$ cat config.mk
export PLATFORM = sky130hd
export DESIGN_NAME = cc_cond_unit_flat
export DESIGN_NICKNAME = d
export VERILOG_FILES = /design/src/rtl/cc_cond_unit_pkg.sv /design/src/rtl/cc_cond_unit_if.sv /design/src/rtl/cc_cond_unit_cond_eval.sv /design/src/rtl/cc_cond_unit.sv /design/src/flat_wrapper.sv
export SDC_FILE = /design/constraint.sdc
export NUM_CORES = 1
export LEC_CHECK = 0
export CORE_MARGIN = 2
export CORE_UTILIZATION = 49
export CTS_CLUSTER_SIZE = 24
export DETAILED_ROUTE_END_ITERATION = 10
export PLACE_DENSITY = 0.9
export REMOVE_ABC_BUFFERS = 1
export SLEW_MARGIN = 20
export SYNTH_ARGS = -nofsm -noshare
export SYNTH_HDL_FRONTEND = slang
export SYNTH_SLANG_ARGS = --single-unit
$ cat constraint.sdc
create_clock -name clk -period 3.46 [get_ports clk]
set_input_delay 1.038 -clock clk [delete_from_list [all_inputs] [get_ports clk]]
set_output_delay 1.038 -clock clk [all_outputs]
set_load 0.01 [all_outputs]
$ cat src/rtl/cc_cond_unit_pkg.sv
// y86_cc_pkg: flag indices, CC reset value, condition codes and FSM states for cc_cond_unit
package y86_cc_pkg;
  localparam int ZF_IDX = 0;
  localparam int SF_IDX = 1;
  localparam int OF_IDX = 2;
  localparam logic [2:0] CC_RESET = 3'b001;
  localparam logic [3:0] C_ALWAYS = 4'd0;
  localparam logic [3:0] C_LE     = 4'd1;
  localparam logic [3:0] C_L      = 4'd2;
  localparam logic [3:0] C_E      = 4'd3;
  localparam logic [3:0] C_NE     = 4'd4;
  localparam logic [3:0] C_GE     = 4'd5;
  localparam logic [3:0] C_G      = 4'd6;
  typedef enum logic [1:0] {S_IDLE, S_WAIT, S_RESP} state_t;
endpackage

$ cat src/rtl/cc_cond_unit_if.sv
// cc_cond_unit_if: ALU flag delivery and condition query/response signals
interface cc_cond_unit_if;
  logic       alu_start;
  logic       alu_start_ready;
  logic       alu_done;
  logic       alu_cc_en;
  logic [2:0] alu_cf;
  logic       cond_req;
  logic [3:0] cond_ifun;
  logic       cond_ready;
  logic       cnd_valid;
  logic       cnd;
  logic       cond_err;
  logic [2:0] cc;
  modport slave (
    input  alu_start, alu_done, alu_cc_en, alu_cf, cond_req, cond_ifun,
    output alu_start_ready, cond_ready, cnd_valid, cnd, cond_err, cc
  );
  modport master (
    output alu_start, alu_done, alu_cc_en, alu_cf, cond_req, cond_ifun,
    input  alu_start_ready, cond_ready, cnd_valid, cnd, cond_err, cc
  );
endinterface

$ cat src/rtl/cc_cond_unit_cond_eval.sv
// cond_eval: combinational Y86 jXX/cmovXX condition decode from {OF,SF,ZF}
module cond_eval
  import y86_cc_pkg::*;
(
  input  logic [3:0] ifun,
  input  logic [2:0] flags,
  output logic       cnd,
  output logic       err
);
  logic lt, zf;
  always_comb begin
    lt  = flags[SF_IDX] ^ flags[OF_IDX];
    zf  = flags[ZF_IDX];
    err = ifun > C_G;
    cnd = ifun == C_ALWAYS ? 1'b1 :
          ifun == C_LE     ? lt | zf :
          ifun == C_L      ? lt :
          ifun == C_E      ? zf :
          ifun == C_NE     ? ~zf :
          ifun == C_GE     ? ~lt :
          ifun == C_G      ? ~lt & ~zf : 1'b0;
  end
endmodule

$ cat src/rtl/cc_cond_unit.sv
// cc_cond_unit: CC register plus condition evaluator that holds queries until older ALU ops deliver flags
module cc_cond_unit
  import y86_cc_pkg::*;
#(
  parameter int MAX_OUTSTANDING = 3
) (
  input logic           clk,
  input logic           reset,
  cc_cond_unit_if.slave bus
);
  state_t     state_q, state_d;
  logic [1:0] out_q, out_d, wait_q, wait_d, wait_now;
  logic [3:0] ifun_q, ifun_d, eval_ifun;
  logic [2:0] cc_q, cc_d;
  logic       cnd_valid_q, cnd_valid_d, cnd_q, cnd_d, err_q, err_d;
  logic       done_v, start_v, fire, eval_cnd, eval_err;
  assign bus.alu_start_ready = out_q < 2'(MAX_OUTSTANDING);
  assign bus.cond_ready      = state_q == S_IDLE;
  assign bus.cnd_valid       = cnd_valid_q;
  assign bus.cnd             = cnd_q;
  assign bus.cond_err        = err_q;
  assign bus.cc              = cc_q;
  // cc_d doubles as the bypassed flags so a same-cycle done is seen by the evaluation
  always_comb begin
    done_v      = bus.alu_done && out_q != 2'd0;
    start_v     = bus.alu_start && bus.alu_start_ready;
    out_d       = out_q + 2'(start_v) - 2'(done_v);
    cc_d        = (done_v && bus.alu_cc_en) ? bus.alu_cf : cc_q;
    wait_now    = (state_q == S_IDLE ? out_q : wait_q) - 2'(done_v);
    wait_d      = wait_now;
    eval_ifun   = state_q == S_IDLE ? bus.cond_ifun : ifun_q;
    ifun_d      = eval_ifun;
    fire        = ((state_q == S_IDLE && bus.cond_req) || (state_q == S_WAIT && done_v)) && wait_now == 2'd0;
    state_d     = fire ? S_RESP :
                  (state_q == S_IDLE && bus.cond_req) ? S_WAIT :
                  state_q == S_RESP ? S_IDLE : state_q;
    cnd_valid_d = fire;
    cnd_d       = fire & eval_cnd;
    err_d       = fire & eval_err;
  end
  cond_eval u_eval (
    .ifun  (eval_ifun),
    .flags (cc_d),
    .cnd   (eval_cnd),
    .err   (eval_err)
  );
  always_ff @(posedge clk) begin
    if (reset) begin
      state_q     <= S_IDLE;
      out_q       <= '0;
      wait_q      <= '0;
      ifun_q      <= '0;
      cc_q        <= CC_RESET;
      cnd_valid_q <= 1'b0;
      cnd_q       <= 1'b0;
      err_q       <= 1'b0;
    end else begin
      state_q     <= state_d;
      out_q       <= out_d;
      wait_q      <= wait_d;
      ifun_q      <= ifun_d;
      cc_q        <= cc_d;
      cnd_valid_q <= cnd_valid_d;
      cnd_q       <= cnd_d;
      err_q       <= err_d;
    end
  end
endmodule

$ cat src/flat_wrapper.sv
// flat-port wrapper written by rule: the top's interface ports become plain ports
module cc_cond_unit_flat import y86_cc_pkg::*;
#(
  parameter int MAX_OUTSTANDING = 3
)
  (clk, reset, bus_alu_start, bus_alu_done, bus_alu_cc_en, bus_alu_cf, bus_cond_req, bus_cond_ifun, bus_alu_start_ready, bus_cond_ready, bus_cnd_valid, bus_cnd, bus_cond_err, bus_cc);
  cc_cond_unit_if bus_i ();
  input logic clk;
  input logic reset;
  input wire logic [$bits(bus_i.alu_start)-1:0] bus_alu_start;
  input wire logic [$bits(bus_i.alu_done)-1:0] bus_alu_done;
  input wire logic [$bits(bus_i.alu_cc_en)-1:0] bus_alu_cc_en;
  input wire logic [$bits(bus_i.alu_cf)-1:0] bus_alu_cf;
  input wire logic [$bits(bus_i.cond_req)-1:0] bus_cond_req;
  input wire logic [$bits(bus_i.cond_ifun)-1:0] bus_cond_ifun;
  output wire logic [$bits(bus_i.alu_start_ready)-1:0] bus_alu_start_ready;
  output wire logic [$bits(bus_i.cond_ready)-1:0] bus_cond_ready;
  output wire logic [$bits(bus_i.cnd_valid)-1:0] bus_cnd_valid;
  output wire logic [$bits(bus_i.cnd)-1:0] bus_cnd;
  output wire logic [$bits(bus_i.cond_err)-1:0] bus_cond_err;
  output wire logic [$bits(bus_i.cc)-1:0] bus_cc;
  assign bus_i.alu_start = bus_alu_start;
  assign bus_i.alu_done = bus_alu_done;
  assign bus_i.alu_cc_en = bus_alu_cc_en;
  assign bus_i.alu_cf = bus_alu_cf;
  assign bus_i.cond_req = bus_cond_req;
  assign bus_i.cond_ifun = bus_cond_ifun;
  assign bus_alu_start_ready = bus_i.alu_start_ready;
  assign bus_cond_ready = bus_i.cond_ready;
  assign bus_cnd_valid = bus_i.cnd_valid;
  assign bus_cnd = bus_i.cnd;
  assign bus_cond_err = bus_i.cond_err;
  assign bus_cc = bus_i.cc;
  cc_cond_unit #(.MAX_OUTSTANDING(MAX_OUTSTANDING)) u_core (.clk(clk), .reset(reset), .bus(bus_i));
endmodule
# == Yosys cells after proc, flatten, opt, wreduce, memory -nomap -nowiden ==
# Cells that the tools add are included.
# classes
addsub,3
n_lt_le_gt_ge,2
n_eq_ne,8
muxes,13
bitwise_logic,7
n_reduce_logical,14
# op_table
operator,count
== test 4 x 3 -> 1 bit (second input constant),3
== test 4 x 2 -> 1 bit (second input constant),2
two-way mux 2 bit,4
two-way mux 1 bit,7
logical AND 1 bit,6
== test 4 x 1 -> 1 bit (second input constant),1
greater-than comparator 4 x 3 -> 1 bit (second input constant),1
zero test 2 bit,2
zero test 4 bit,1
two-way mux 4 bit,1
nonzero test 2 bit,2
subtractor 2 x 1 -> 2 bit,2
bitwise AND 1 bit,3
two-way mux 3 bit,1
nonzero test 3 bit,1
adder 2 x 1 -> 2 bit,1
== test 2 x 1 -> 1 bit (second input constant),1
== test 2 bit (second input constant),1
less-than comparator 2 bit (second input constant),1
NOT 1 bit,2
OR reduction 2 bit,1
logical OR 1 bit,1
bitwise OR 1 bit,1
bitwise XOR 1 bit,1
# totals
ff_bits,16
input_bits,13
output_inout_bits,8
word_cells,56

# == Depth between registers and ports, before layout ==
# depth
depth_word,15
depth_mapped,7
ltp_nobuf,7

# == Modules after synthesis ==
# A second synthesis with hierarchy kept.
# hier_totals
hier_cells,81
area_unflattened_um2,775.7
# by_module_without_submodules
module,n_inst,cells_per_inst,area_per_inst_um2,seq_area_each_um2
cc_cond_unit,1,69,698.2,320.3
cond_eval,1,12,77.6,0.0

# == Worst setup path before layout ==
# No wires, ideal clock.
# synth_path
kind,input to register
from,input port bus_alu_done
to,register u_core.cnd_q (netlist: u_core.bus.cnd)
setup_time_ns,0.079
arrival_ns,2.032
required_time_ns,3.381
slack_ns,1.348
stages,5
n_path_buf,0
cell_sequence,o21a_1 > ha_1 > nor4b_1 > nand4_1 > a211oi_2
# synth_via
elab_chain_cells,14
elab_cells_between_ends,21
# synth_lines
item,line,rtl
start: declaration,flat_wrapper.sv:11,input wire logic [$bits(bus_i.alu_done)-1:0] bus_alu_done;
logical AND 1 bit *,cc_cond_unit.sv:25,done_v = bus.alu_done && out_q != 2'd0;
logical AND 1 bit,cc_cond_unit.sv:28,cc_d = (done_v && bus.alu_cc_en) ? bus.alu_cf : cc_q;
two-way mux 3 bit,cc_cond_unit.sv:28,
bitwise XOR 1 bit,cc_cond_unit_cond_eval.sv:12,lt = flags[SF_IDX] ^ flags[OF_IDX];
NOT 1 bit,"cc_cond_unit_cond_eval.sv:20, cc_cond_unit_cond_eval.sv:21",
bitwise AND 1 bit,cc_cond_unit_cond_eval.sv:21,ifun == C_G ? ~lt & ~zf : 1'b0;
two-way mux 1 bit,cc_cond_unit_cond_eval.sv:21,
two-way mux 1 bit,cc_cond_unit_cond_eval.sv:20,ifun == C_GE ? ~lt :
two-way mux 1 bit,cc_cond_unit_cond_eval.sv:19,ifun == C_NE ? ~zf :
two-way mux 1 bit,cc_cond_unit_cond_eval.sv:18,ifun == C_E ? zf :
two-way mux 1 bit,cc_cond_unit_cond_eval.sv:17,ifun == C_L ? lt :
two-way mux 1 bit,cc_cond_unit_cond_eval.sv:16,ifun == C_LE ? lt | zf :
two-way mux 1 bit,cc_cond_unit_cond_eval.sv:15,cnd = ifun == C_ALWAYS ? 1'b1 :
bitwise AND 1 bit *,cc_cond_unit.sv:38,cnd_d = fire & eval_cnd;
end signal: assignment,cc_cond_unit.sv:64,cnd_q <= cnd_d;
end: declaration,cc_cond_unit.sv:15,"logic cnd_valid_q, cnd_valid_d, cnd_q, cnd_d, err_q, err_d;"
# Every way passes the cells marked *; elsewhere a longest branch is shown, timed or not.
# A chain may end at the register's enable or synchronous reset.

# == Worst setup path in the final report ==
# layout_path
from,register u_core.state_q[1]
to,output port bus_cond_ready
# layout_via
elab_chain_cells,1
# layout_lines
item,line,rtl
start: declaration,cc_cond_unit.sv:11,"state_t state_q, state_d;"
start signal: assignment,cc_cond_unit.sv:58,state_q <= state_d;
zero test 2 bit,cc_cond_unit.sv:18,assign bus.cond_ready = state_q == S_IDLE;
end: declaration,flat_wrapper.sv:17,output wire logic [$bits(bus_i.cond_ready)-1:0] bus_cond_ready;
# No other way between the ends.

==> flow_metrics.py <==
metrics = {
    "critical_path": {
        "cp.arrival_ns": 1.55,
        "crit_type": "reg2out",
        "required_ns": 2.42,
        "crit_path_end_kind": "output pin",
        "start_kind": "register",
        "crit_fanout": 7,
    },
    "clock_tree": {
        "cts_buffer_depth": 2,
        "root_buffer": "clkbuf_4",
        "clock-sinks": 16,
        "path_clk_slew_ns": 0.10,
        "cts_made_buffers": 3,
        "post_cts_resized": 0,
        "cts_setup_buffers": 0,
        "cts_tree": "built",
        "clkLatencyLatePin_ns": 0.30,
        "cts-hold-fix-buffers": 0,
        "h-tree-depth": 1,
    },
    "placement": {
        "place_area_um2": 972,
        "gp_congestion": 0.768,
        "hpwlAfterDp_mm": 1.08,
        "io_buffers": 20,
    },
    "power_and_ir_drop": {
        "intPower_w": 0.000499,
        "power_leakage_nw": 0.432,
        "netSwitchingFraction_pct": 37.1,
        "power_density_nw_per_um2": 787,
        "power.share.sequential_pct": 36.1,
        "p_switching_w": 0.000294,
        "combPwrFrac_pct": 48.0,
        "p_clk_share_pct": 16.0,
        "vdd_drop_max_v": 0.000369,
    },
    "finish": {
        "final_nets": 118,
        "layout_common_cells": "20 x clkdlybuf4s50_1, 16 x dfxtp_1, 8 x nor2_1",
        "fillers": 118,
        "drive_above_1_share_pct": 11.9,
        "syn_to_final_growth_pct": 34.8,
        "layout_commonest_cell": "clkdlybuf4s50_1",
        "stdcell_area_um2": 1010,
        "antenna_cells": 0,
    },
    "floorplan": {
        "initial_core_util_pct": 50.9,
        "io_pins": 21,
        "core.rowCount": 14,
        "dieArea_um2": 1860,
        "coreArea_um2": 1470,
        "die_w_um": 43.1,
        "die_h_um": 43.1,
    },
    "logic_synthesis": {
        "yosys.area.top_type": "dfxtp_1",
        "synth_compound_area_share_pct": 10.2,
        "yosys.area_share.simple_pct": 19.2,
        "ys_top_cells_by_area": "dfxtp_1 43%, mux2i_1 9.4%, ha_1 5.0%, nor2_1 4.0%, xor2_1 3.5%",
        "syn_inst": 77,
        "synth.area.mux_share_pct": 13.9,
        "synth_top_area_share_pct": 42.8,
        "yosys_warnings": 0,
        "synth_seq_cells": 16,
        "synthAdderAreaFrac_pct": 5.02,
        "async_flop_share_pct": 0,
        "synth.yosys.seq_area_share_pct": 42.8,
        "synth_cell_type_count": 29,
        "synth_xor_area_share_pct": 5.85,
        "synth_ff_type": "dfxtp_1",
        "synth-edff-count": 0,
        "synth_area_um2": 748,
        "synth_top_family_by_area": "simple AND/OR/NAND/NOR gates",
        "syn-mean-instance-area_um2": 9.72,
    },
    "route": {
        "drc_errors": 0,
        "wl_per_cell_um": 12.8,
        "drt_wl_total_mm": 1.49,
        "vias": 626,
        "postRouteAntennaNets": 0,
        "drtIter0Drc": 15,
        "dr.pass1.iters": 5,
        "via_per_inst": 5.35,
    },
    "sta": {
        "period_share_pct": 74.9,
        "fmax_mhz": 386,
        "hold_viol": 0,
        "rsz0062_at_grt": "false",
        "slew_violations": 0,
        "tns_ns": 0,
        "finalSetupViolCount": 0,
        "clock_skew_ns": 0.00677,
        "tightest_slew_ns": 0.377,
        "min_period_ns": 2.59,
        "slew_headroom_pct": 74.1,
    },
    "job": {
        "drv_cap": 0,
    },
    "grt": {
        "grt_max_degree": 15,
        "grt_pass1_wl_mm": 2.37,
        "first_global_vias": 575,
        "antenna_found_initial": 0,
        "grt_overflow": 0,
        "track_usage_pct": 17.8,
    },
    "run_status": {
        "status": "completed",
    },
    "worst_hold_path": {
        "worstHoldPathType": "reg2reg",
    },
}
## path summary, 6_finish.rpt
check,slack (ns),cells past startpoint,from,endpoint
max,0.87,2,u_core.state_q[1],bus_cond_ready
min,0.49,2,u_core.bus.cc[1],u_core.bus.cc[1]
max reg2reg,1.56,6,u_core.state_q[1],u_core.bus.cnd
min reg2reg,0.49,2,u_core.bus.cc[1],u_core.bus.cc[1]
## state kept, by name, summed over array words and instances, names as in the netlist
register,cells
u_core.state_q,2
u_core.bus.cnd_valid,1
u_core.ifun_q,4
u_core.wait_q,2
u_core.bus.cond_err,1
u_core.bus.cc,3
u_core.bus.cnd,1
u_core.out_q,2
## synthesized netlist by cell type (2+ instances only)
master and instances:
nand3_1 2, nor2_1 8, xor2_1 3, dfxtp_1 16, a21oi_1 5, mux2i_1 7
nand2_1 6, xnor2_1 2, ha_1 3, inv_1 5, or3_1 2
## through the flow
stage | setup slack, ns | std cells | hold slack (ns) | total power [W] | utilization, %
2_1_floorplan | 1.35 | 76 | 0.476 | 0.000553 | -
3_3_place_gp | 0.810 | 113 | 0.468 | 0.000652 | 66.1
3_5_place_dp | 0.742 | 113 | 0.484 | 0.000671 | 66.1
4_1_cts | 0.861 | 117 | 0.498 | 0.000803 | 68.5
5_1_grt | 0.775 | 117 | 0.523 | 0.000851 | 68.5
6_report | 0.868 | 117 | 0.494 | 0.000793 | 68.5
## worst max-delay path, stage by stage, from the launching register on
cell and delay [ns]:
dfxtp_1 0.37, nor2_4 0.29, clkdlybuf4s50_1 0.60
## power by group through the flow
stage	combinational, W	sequential [W]	clock [W]
2_1_floorplan	0.000265	0.000288	0
3_3_place_gp	0.000364	0.000288	0
3_5_place_dp	0.000379	0.000291	0
4_1_cts	0.000385	0.000287	0.000131
5_1_grt	0.000420	0.000294	0.000137
6_report	0.000381	0.000286	0.000127
## final cells by class
class	instances	area [um^2]	area share, %
Multi-Input combinational cell	55	405	40.2
Inverter	5	18.8	1.86
Tap cell	16	20.0	1.99
Clock buffer	4	36.3	3.60
Sequential cell	16	320	31.8
Timing Repair Buffer	21	208	20.6
## kinds of logic after synthesis
kind of cell	Yosys count
simple gates	27
flops	16
compound gates	11
mux	9
buf+inv	6
xor+xnor	5
fa+ha+maj	3
## layer usage
metal / vias to the layer above / wire length (um) / global-route usage (%)
met1: 280 / 626 / 20.9
met5: - / 0 / 0
met3: 7 / 96 / 5.96
met2: 24 / 724 / 26.7
met4: 0 / 46 / 13.3
li1: 315 / - / -
No activity file was read; power rests on OpenSTA's default activity.
==> RTL edit 1, RTL diff (config.mk and constraints unchanged) <==
Make the reset (`reset`) asynchronous in one clocked block.
--- a/src/rtl/cc_cond_unit.sv
+++ b/src/rtl/cc_cond_unit.sv
@@ -46,3 +46,3 @@
   );
-  always_ff @(posedge clk) begin
+  always_ff @(posedge clk or posedge reset) begin
     if (reset) begin
Behaviour: differs if reset is asserted again (counterexample within 4 cycles, from zero or initial values and one cycle with reset high); with reset held inactive, the same outputs for 10 cycles.
==> RTL edit 1 against the original RTL <==
Area after synthesis is 8.2% higher. Worst setup slack worse by 0.29 ns. Clock skew fell by 0.0021 ns. Design area up 5.2%. Global-route usage decreased by 0.10 points. Total power up 14%. Sequential share of layout area increased by 6.1 points. Sequential cell count did not move. Worst hold slack improved by 0.057 ns. Routed wire length grew 4.4%.
==> RTL edit 1: results (changes against the original RTL) <==
gr usage total 17.7% (was 17.8%); WP data arrival 1.84 ns (was 1.55 ns); worst slew pin tran 0.600 ns (was 0.377 ns); largest register by flop count u_core.ifun_q (unchanged); WL final 1560 um (was 1490 um); RD Place Congestion 0.787 (was 0.768); synth cell count leaders dfrtp_1, mux2_2, inv_1, mux2i_1, nand2_1 (was dfxtp_1, nor2_1, mux2i_1); asr flop ratio synth 100% (was 0%); WHS 0.551 ns (was 0.494 ns); Tcrit/Tclk final 83.2% (was 74.9%); worst setup path endpoint bus_cond_ready (unchanged); Max Root-Sink Buffers 2 (unchanged); dominant cells by area after synthesis dfrtp_1, mux2_2, mux2i_1 (was dfxtp_1, mux2i_1, ha_1); Worst VDD drop 0.455 mV (was 0.369 mV); Yosys cell types 27 (was 29); drt pass-1 iters 4 (was 5); post-DP HPWL 1180 um (was 1080 um); Pleak 0.471 nW (was 0.432 nW); HP Start u_core.ifun_q[2] (was u_core.bus.cc[1]); Reg-to-Reg Start u_core.state_q[0] (was u_core.state_q[1]); nets 108 (was 118); CTS resizes 0 (unchanged); first-pass GRT wire length 2570 um (was 2370 um); status completed (unchanged); flop2flop setup slack 1.13 ns (was 1.56 ns); Worst Hold Path Cells 1 (was 2); vias in the first global route 574 (was 575); CP Max Fanout 12 (was 7); via count of the routed design 597 (was 626); CTS Root Buffer Type clkbuf_4 (unchanged); CTS clock-pin slew for the worst setup and hold paths 0.10 ns (about the same); worst skew pair latency 0.28 ns (was 0.30 ns); fillcell total 123 (was 118); Synth Flop Type dfrtp_1 (was dfxtp_1); Hold Crit Class flip-flop to flip-flop (unchanged); Max Slew Vio Count 0 (unchanged); hold endpoint u_core.ifun_q[2] (was u_core.bus.cc[1]); slowest CP cell clkdlybuf4s50_1 (unchanged); initial DRC count 14 (was 15); layout cells sized above 1 18.7% (was 11.9%); CP peak stage delay 0.64 ns (was 0.60 ns); Worst Skew 0.00469 ns (was 0.00677 ns); crit path launch u_core.state_q[0] (was u_core.state_q[1]); reg2reg end u_core.bus.cnd (unchanged); Setup WS pre-CTS 0.541 ns (was 0.742 ns); register area share after synthesis 49.6% (was 42.8%); largest net degree at the start of global routing 17 (was 15)
RTL edit 1: changes by cell type in the layout (fill, tap and decap cells not counted), sizes merged, moves of 2 or more:
cell	delta
dfxtp	-16
nor2	-6
nand3	-2
mux2	+6
mux2i	-3
a21oi	-4
dfrtp	+15
or3	-2
or4	+2
RTL edit 1: area by class of cell:
cell class	instances	area, sq um	area share, %
sequential	16	402	37.9
multi-input combinational	46	384	36.2
timing repair buffer	20	200	18.9
clock buffer	4	36.3	3.42
inverter	5	18.8	1.77
tap	16	20.0	1.89
RTL edit 1: report_power, final:
part,total [mW],switching (mW),internal [mW]
Clock,0.124,0.0596,0.0640
Combinational,0.434,0.201,0.233
Sequential,0.347,0.0693,0.277
RTL edit 1: through the flow:
step	instances	util [%]	instance area (sq um)
6_report	107	69.6	1060
5_1_grt	107	69.6	1060
4_1_cts	107	69.6	1060
3_5_place_dp	103	67.2	1020
3_3_place_gp	103	67.2	1020
2_1_floorplan	67	-	805
RTL edit 1: cell families after synthesis:
| kind of cell | Yosys count | synth area share [%] |
|---|---|---|
| buffers and inverters | 6 | 2.94 |
| multiplexers | 12 | 15.9 |
| flip-flops | 16 | 49.6 |
| AND/OR/NAND/NOR | 15 | 10.2 |
| adder cells (fa/ha/maj) | 3 | 4.64 |
| XOR/XNOR | 5 | 5.41 |
| AO/OA/AOI/OAI | 11 | 11.3 |
RTL edit 1: metal layers:
metal / vias to the layer above / wire (um) / track usage (%)
met2: 18 / 801 / 27.8
met4: 0 / 0 / 7.27
met5: - / 0 / 0
li1: 285 / - / -
met1: 294 / 671 / 24.7
met3: 0 / 86 / 2.45
RTL edit 1: worst max-delay path, delay by kind of cell (launching register included):
kind,cells,cell delay (ns)
simple gates,1,0.46
buf+inv,1,0.64
flops,1,0.46
==> RTL edit 2, RTL diff (config.mk and constraints unchanged) <==
Without the edit above. Re-encode `state_t` (3 states) as one-hot, 3 bits wide.
--- a/src/rtl/cc_cond_unit_pkg.sv
+++ b/src/rtl/cc_cond_unit_pkg.sv
@@ -13,3 +13,3 @@
   localparam logic [3:0] C_G      = 4'd6;
-  typedef enum logic [1:0] {S_IDLE, S_WAIT, S_RESP} state_t;
+  typedef enum logic [2:0] {S_IDLE = 3'b001, S_WAIT = 3'b010, S_RESP = 3'b100} state_t;
 endpackage
Function: same outputs for any inputs over 10 cycles, from zero or initial values and one cycle with reset high; not proved beyond that.
==> RTL edit 2 against the original RTL <==
Area after synthesis increased by 13%. Total power increased by 2.9%. Design area increased by 8.4%. Critical path type unchanged. Sequential cell count increased by 1. Largest power group unchanged. Core utilization increased by 1.6 points. Routed wire length increased by 8.2%. Cell count increased by 11%. Worst setup slack got worse by 0.15 ns.
==> RTL edit 2: results (changes against the original RTL) <==
status completed (unchanged); hold endpoint u_core.ifun_q[3] (was u_core.bus.cc[1]); flop2flop setup slack 1.34 ns (was 1.56 ns); nets 131 (was 118); synth cell count leaders dfxtp_1, nor2_1, mux2i_1 (unchanged); Sequential Area 340 sq um (was 320 sq um); NonClk Buf Share 19.7% (was 20.6%); via count of the routed design 733 (was 626); fin worst setup slack 0.720 ns (was 0.868 ns); fillcell total 131 (was 118); Synth Area in Compound Gates 14.4% (was 10.2%); Mapped Cells 90 (was 77); layout cells sized above 1 7.89% (was 11.9%); register area share after synthesis 40.4% (was 42.8%); dpl cell area 0.00107 sq mm (was 972 sq um); clock network share of area 2.40% (was 3.60%); Reg-to-Reg Start u_core.state_q[0] (was u_core.state_q[1]); Worst Skew 0.00834 ns (was 0.00677 ns); RD Place Congestion 0.890 (was 0.768); post-synthesis adder-cell area fraction 4.45% (was 5.02%); post-synthesis mux area share 11.9% (was 13.9%); DR vias/cell 5.64 (was 5.35); Worst VDD drop 0.518 mV (was 0.369 mV); gr usage total 18.3% (was 17.8%); HP Start u_core.ifun_q[3] (was u_core.bus.cc[1]); first-pass GRT wire length 2730 um (was 2370 um); Sw Ratio 38.1% (was 37.1%); nonclk buf count 22 (was 21); multi-input gates 64 (was 55); synthesis-stage register bit count 17 (was 16); drt pass-1 iters 4 (was 5); Pleak 0.501 nW (was 0.432 nW); Multi-input gate area 465 sq um (was 405 sq um); Non-Clock Inverter Count 7 (was 5); largest net degree at the start of global routing 13 (was 15); post-DP HPWL 1230 um (was 1080 um); dominant cells by area after synthesis dfxtp_1, mux2i_1, nor2_1 (was dfxtp_1, mux2i_1, ha_1); WHS 0.537 ns (was 0.494 ns); xor/xnor share of the synthesized area 5.19% (was 5.85%); relative slew slack 68.4% (was 74.1%); CP Max Fanout 12 (was 7)
RTL edit 2: changes by cell type after synthesis, moves of 2 or more:
cell / change
mux2i_1: +3
nand3_1: -2
a311oi_1: +3
and2_1: +2
a211oi_1: +3
nor2_1: +5
a21oi_1: -4
or3_1: -2
inv_1: +2
RTL edit 2: routing by layer:
layer	part of all wire (%)	GRT usage, %
met1	48	23.8
met2	46	28.7
met3	5.1	2.78
met4	0.68	10.0
met5	0	0
RTL edit 2: power groups by stage:
| stage | Combinational (mW) | Clock (mW) | Sequential [mW] |
|---|---|---|---|
| floorplan | 0.284 | 0 | 0.306 |
| global placement | 0.392 | 0 | 0.310 |
| detailed placement | 0.404 | 0 | 0.312 |
| CTS | 0.408 | 0.106 | 0.307 |
| global route | 0.453 | 0.115 | 0.317 |
| finish | 0.405 | 0.103 | 0.308 |
RTL edit 2: worst max-delay path: stages (launching register included):
cell             delay (ns)
dfxtp_1                0.43
nor3b_4                0.21
buf_4                  0.23
clkdlybuf4s50_1        0.56
